==> src/rtl/clock_pkg.sv <==
// Shared definitions for the calendar databus writer: field indices, legal
// ranges, the loader state encoding and error-kind codes.
package clock_pkg;

  localparam int NUM_FIELDS = 7;
  localparam int FW         = 6;

  typedef logic [2:0]                      field_idx_t;
  typedef logic [NUM_FIELDS-1:0][FW-1:0]   field_vec_t;

  localparam field_idx_t F_SEC   = 3'd0;
  localparam field_idx_t F_MIN   = 3'd1;
  localparam field_idx_t F_HOUR  = 3'd2;
  localparam field_idx_t F_DAY   = 3'd3;
  localparam field_idx_t F_DATE  = 3'd4;
  localparam field_idx_t F_MONTH = 3'd5;
  localparam field_idx_t F_YEAR  = 3'd6;

  // Packed index 6 (year) is leftmost.
  localparam field_vec_t FIELD_MIN = {6'd0,  6'd1,  6'd1,  6'd0, 6'd0,  6'd0,  6'd0};
  localparam field_vec_t FIELD_MAX = {6'd63, 6'd12, 6'd31, 6'd6, 6'd23, 6'd59, 6'd59};

  typedef enum logic [2:0] {
    ST_IDLE,
    ST_CHECK,
    ST_FREEZE,
    ST_WRITE,
    ST_VERIFY,
    ST_DONE,
    ST_ERR
  } state_t;

  localparam logic ERR_KIND_RANGE    = 1'b0;
  localparam logic ERR_KIND_READBACK = 1'b1;

endpackage

==> src/rtl/field_range_check.sv <==
// Registered range checker: flags any out-of-range field and reports the
// lowest failing index, updated on the same edge the shadow fields load.
module field_range_check
  import clock_pkg::*;
#(
  parameter int YEAR_MAX = 63
) (
  input  logic       clk,
  input  logic       clear,
  input  logic       load,
  input  field_vec_t fields,
  output logic       fail,
  output logic [2:0] fail_idx
);

  field_vec_t lim_max;
  logic       fail_c;
  field_idx_t idx_c;

  always_comb begin
    lim_max         = FIELD_MAX;
    lim_max[F_YEAR] = YEAR_MAX[FW-1:0];
    fail_c          = 1'b0;
    idx_c           = '0;
    // Descending scan so the lowest failing index wins.
    for (int i = NUM_FIELDS - 1; i >= 0; i--) begin
      if ((fields[i] < FIELD_MIN[i]) || (fields[i] > lim_max[i])) begin
        fail_c = 1'b1;
        idx_c  = field_idx_t'(i);
      end
    end
  end

  always_ff @(posedge clk) begin
    if (clear) begin
      fail     <= 1'b0;
      fail_idx <= '0;
    end else if (load) begin
      fail     <= fail_c;
      fail_idx <= idx_c;
    end
  end

endmodule

==> src/rtl/calendar_loader.sv <==
// Writer side of the 6-bit calendar databus: captures a time/date set request,
// range-checks it, then loads (and optionally reads back) each counter in turn.
module calendar_loader
  import clock_pkg::*;
#(
  parameter bit VERIFY_EN = 1'b1,
  parameter int YEAR_MAX  = 63
) (
  input  logic       clk,
  input  logic       clear,
  input  logic       start,
  input  logic [5:0] sec_in,
  input  logic [5:0] min_in,
  input  logic [4:0] hour_in,
  input  logic [2:0] day_in,
  input  logic [4:0] date_in,
  input  logic [3:0] month_in,
  input  logic [5:0] year_in,
  input  logic [5:0] bus_in,
  output logic [5:0] bus_out,
  output logic       drive_en,
  output logic [6:0] load_sel,
  output logic [6:0] rd_sel,
  output logic       count_hold,
  output logic       busy,
  output logic       done,
  output logic       err,
  output logic [2:0] err_field,
  output logic       err_kind
);

  state_t     state, nxt;
  field_vec_t shadow, shadow_d;
  field_idx_t idx;
  field_idx_t range_idx;
  logic       range_fail;
  logic       capture, last_field, rb_match, advance;

  assign shadow_d   = {year_in, {2'b00, month_in}, {1'b0, date_in}, {3'b000, day_in},
                       {1'b0, hour_in}, min_in, sec_in};
  assign capture    = (state == ST_IDLE) && start;
  assign last_field = (idx == F_YEAR);
  assign rb_match   = (bus_in == shadow[idx]);
  assign advance    = ((state == ST_WRITE) && !VERIFY_EN) || ((state == ST_VERIFY) && rb_match);

  // Checker loads alongside the shadow registers so its verdict is ready in CHECK.
  field_range_check #(.YEAR_MAX(YEAR_MAX)) u_range (
    .clk      (clk),
    .clear    (clear),
    .load     (capture),
    .fields   (shadow_d),
    .fail     (range_fail),
    .fail_idx (range_idx)
  );

  always_ff @(posedge clk) begin
    if (clear) state <= ST_IDLE;
    else       state <= nxt;
  end

  always_ff @(posedge clk) begin
    if (clear) begin
      shadow    <= '0;
      idx       <= '0;
      err_field <= '0;
      err_kind  <= ERR_KIND_RANGE;
    end else begin
      if (capture) begin
        shadow    <= shadow_d;
        idx       <= '0;
        err_field <= '0;
        err_kind  <= ERR_KIND_RANGE;
      end
      if (advance) idx <= idx + 3'd1;
      if ((state == ST_CHECK) && range_fail) begin
        err_field <= range_idx;
        err_kind  <= ERR_KIND_RANGE;
      end
      if ((state == ST_VERIFY) && !rb_match) begin
        err_field <= idx;
        err_kind  <= ERR_KIND_READBACK;
      end
    end
  end

  always_comb begin
    nxt = state;
    case (state)
      ST_IDLE:   if (start) nxt = ST_CHECK;
      ST_CHECK:  nxt = range_fail ? ST_ERR : ST_FREEZE;
      ST_FREEZE: nxt = ST_WRITE;
      ST_WRITE: begin
        if (VERIFY_EN)       nxt = ST_VERIFY;
        else if (last_field) nxt = ST_DONE;
        else                 nxt = ST_WRITE;
      end
      ST_VERIFY: begin
        if (!rb_match)       nxt = ST_ERR;
        else if (last_field) nxt = ST_DONE;
        else                 nxt = ST_WRITE;
      end
      ST_DONE:   nxt = ST_IDLE;
      ST_ERR:    nxt = ST_IDLE;
      default:   nxt = ST_IDLE;
    endcase
  end

  always_comb begin
    bus_out    = '0;
    drive_en   = 1'b0;
    load_sel   = '0;
    rd_sel     = '0;
    count_hold = 1'b0;
    busy       = 1'b0;
    done       = 1'b0;
    err        = 1'b0;
    case (state)
      ST_CHECK:  busy = 1'b1;
      ST_FREEZE: begin
        busy       = 1'b1;
        count_hold = 1'b1;
      end
      ST_WRITE: begin
        busy       = 1'b1;
        count_hold = 1'b1;
        drive_en   = 1'b1;
        bus_out    = shadow[idx];
        load_sel   = 7'd1 << idx;
      end
      ST_VERIFY: begin
        busy       = 1'b1;
        count_hold = 1'b1;
        rd_sel     = 7'd1 << idx;
      end
      ST_DONE:   done = 1'b1;
      ST_ERR:    err  = 1'b1;
      default:   ;
    endcase
  end

endmodule
==> config.mk <==
export PLATFORM = sky130hd
export DESIGN_NAME = calendar_loader
export DESIGN_NICKNAME = d
export VERILOG_FILES = /design/src/rtl/clock_pkg.sv /design/src/rtl/field_range_check.sv /design/src/rtl/calendar_loader.sv
export SDC_FILE = /design/constraint.sdc
export NUM_CORES = 1
export LEC_CHECK = 0
export ABC_AREA = 1
export BUFFER_PORTS_ARGS = -buffer_cell sky130_fd_sc_hd__buf_2
export CAP_MARGIN = 20
export CORE_MARGIN = 3
export CORE_UTILIZATION = 47
export CTS_BUF_LIST = sky130_fd_sc_hd__clkbuf_4 sky130_fd_sc_hd__clkbuf_8
export CTS_CLUSTER_DIAMETER = 100
export CTS_CLUSTER_SIZE = 25
export DETAILED_ROUTE_END_ITERATION = 10
export GPL_TIMING_DRIVEN = 0
export HOLD_SLACK_MARGIN = 0.15
export PLACE_DENSITY = 0.73
export SYNTH_ARGS = -nofsm -noshare
export SYNTH_HDL_FRONTEND = slang
export SYNTH_SLANG_ARGS = --single-unit
==> constraint.sdc <==
create_clock -name clk -period 4.15 [get_ports clk]
set_clock_uncertainty 0.2 [all_clocks]
set_input_delay 0.2075 -clock clk [delete_from_list [all_inputs] [get_ports clk]]
set_output_delay 0.2075 -clock clk [all_outputs]
set_load 0.03 [all_outputs]
==> flow_summary.toml <==
[logic_synthesis]
yosys.area.top_type_share = 0.364
post-synth-top-count-cell = "nand2_1"
netlist_area_um2 = 2690
synthesis.nets = 459
syn-instance-count = 410
synthDistinctLibCells = 29
ys_seq_elements = 49
ys_seq_area_frac = 0.364
synth_top_flop_cell = "dfxtp_1"
synth_area_leaders = "dfxtp_1 36%, nand2_1 16%, a21oi_1 9.3%, nand3_1 6.5%, inv_1 6.3%"
syn_area_per_cell_um2 = 6.56
ys_warn_count = 0
synth_edf_count = 0
synth_common_cells = "117 x nand2_1, 50 x a21oi_1, 49 x dfxtp_1"
ys_async_sr_fraction = 0
synth_area_leader_cell = "dfxtp_1"

[worst_setup_path]
critPathMaxFanout = 10
crit_chain = "inv_1, nand3_1, clkbuf_1, nand2_1, a21oi_1, dlygate4sd3_1"
cp_top_family = "buffers and inverters"
start_kind = "register"
arrival_ns = 2.40
slowest_stage = "dlygate4sd3_1"
cp_num_buf_inv = 3
cp-end-kind = "register"
critPathKind = "register to register"
slowest_delay_ns = 0.57
critical_path_required_ns = 4.20
ff2ff_setup_slack_ns = 1.79

[placed_design]
place_area_um2 = 3130
dpl_worst_slack_ns = 1.96
port_buffers = 71
dp_cells = 551
dp_hpwl_um = 5680
finalWeightedCongestion = 0.913

[cells_and_area]
layout.nets = 577
fin_area_um2 = 3650
post-route-util = 0.685
drive_gt1_frac = 0.191
instances_no_fill = 599
fill_cells = 477
syn_to_final_growth_pct = 35.8
antenna_cells = 0

[power]
switching_share = 0.388
pwr-share-comb = 0.396
pwr-share-seq = 0.385
pwr-share-clk = 0.219
power_density_nw_per_um2 = 445
p_switching_mw = 0.631
peakVddDrop_mv = 0.270
p_int_mw = 0.997
p_leak_nw = 1.72

[flow_run]
maxCapViolCount = 0

[clock_network]
cts_tree = "built"
cts_hold_buf = 40
ctsResizeCount = 0
cts_setup_buffers = 0
h-tree-depth = 2
cts_buffer_depth = 2
clk-insertion-delay-late_ns = 0.30
cts_root_buffer = "clkbuf_8"
cts_sinks = 49
cts_buffers = 5
cts.clk_slew.worst_paths_ns = 0.09

[floorplanning]
die_area_um2 = 6670
ios = 73
die_y_um = 81.7
start_util = 0.504
fp.coreArea_um2 = 5340
rows = 26
die_w_um = 81.7

[timing]
rsz0062_at_grt = "no"
min_period_over_period = 0.568
timing.final.ws_setup_ns = 1.79
hold_viol = 0
setup_viol = 0
maxSlewHeadroom = 0.626
slew_violations = 0
worst_pin_slew_ns = 0.561
fmax_mhz = 424
min_period_ns = 2.36
finalSetupTns_ns = 0

[global_routing]
grt_usage = 0.260
grt_pass1_vias = 2880
grt_max_degree = 15
grt_overflow = 0
antenna_found_initial = 0
grt_pass1_wl_um = 13300

[routing]
avgRoutedWirePerCell_um = 13.6
finalWirelength_um = 8150
first_pass_iters = 6
vias_per_cell = 5.14
first_iter_violations = 226
drcViolationCount = 0
detail-route-antenna-nets = 0
dr_total_vias = 3079

[outcome]
outcome = "complete, no violations"

[worst_hold_path]
worstHoldPathType = "register to register"
## routing by layer
layer	vias to the layer above	part of all wire	GRT usage
li1	1555	-	-
met1	1356	0.43	0.335
met2	141	0.47	0.431
met3	27	0.066	0.0351
met4	0	0.039	0.123
met5	-	0	0
## flip-flops by register name, summed over array words and instances, names as in the netlist
signal,flops
u_range.fail,1
err_field,3
err_kind,1
idx,3
u_range.fail_idx,3
state,3
shadow,35
## cell families (layout without fill, tap and decap cells)
| family | Yosys count | count (layout) | synth area share |
|---|---|---|---|
| xor+xnor | 1 | 1 | 0.00325 |
| compound gates | 79 | 79 | 0.149 |
| simple gates | 207 | 207 | 0.351 |
| fa+ha+maj | 5 | 5 | 0.0232 |
| flops | 49 | 49 | 0.364 |
| buf+inv | 69 | 188 | 0.108 |
## tightest hold or removal path, cell delays in order, from the launching register on
cell and delay (ns):
dfxtp_1 0.30, inv_1 0.06, a21oi_1 0.05
## cell type report
class	count	area, um2	share of cell area
Multi-Input combinational cell	292	1420	0.388
Inverter	50	193	0.0527
Tap cell	70	87.6	0.0240
Clock inverter	1	30.0	0.00822
Clock buffer	7	90.1	0.0246
Sequential cell	49	981	0.268
Timing Repair Buffer	111	756	0.207
Buffer	19	98.8	0.0270
## worst paths after layout
path,from,endpoint,depth (start not counted)
min,shadow[4],shadow[4],2
min reg2reg,shadow[4],shadow[4],2
max,state[0],shadow[41],6
max reg2reg,state[0],shadow[41],6
## per-stage QoR
step / hold WS [ns] / power [mW]
6_report: 0.258 / 1.63
3_3_place_gp: 0.241 / 1.23
5_1_grt: 0.279 / 1.74
2_1_floorplan: 0.152 / 1.07
4_1_cts: 0.259 / 1.62
3_5_place_dp: 0.246 / 1.24
## power groups by stage
stage | combinational (mW) | clock, mW | sequential [mW]
2_1_floorplan | 0.420 | 0 | 0.651
3_3_place_gp | 0.593 | 0 | 0.636
3_5_place_dp | 0.602 | 0 | 0.637
4_1_cts | 0.638 | 0.359 | 0.627
5_1_grt | 0.729 | 0.377 | 0.638
6_report | 0.644 | 0.357 | 0.627
## placed cells by master (no fill, tap or decap), types with 2 or more instances in the layout
cell type and count:
a21oi_1 50, buf_2 72, buf_6 3, clkbuf_1 14
clkbuf_8 6, dfxtp_1 49, dlygate4sd3_1 40, ha_1 5
inv_1 45, inv_2 2, inv_4 2, nand2_1 117
nand2_2 2, nand3_1 35, nand3_2 2, nand3b_1 3
nand4_1 4, nor2_1 24, nor2_2 2, nor2_4 4
nor3_1 11, o21ai_0 25, o21ai_1 2
(Power assumes the default switching activity.)
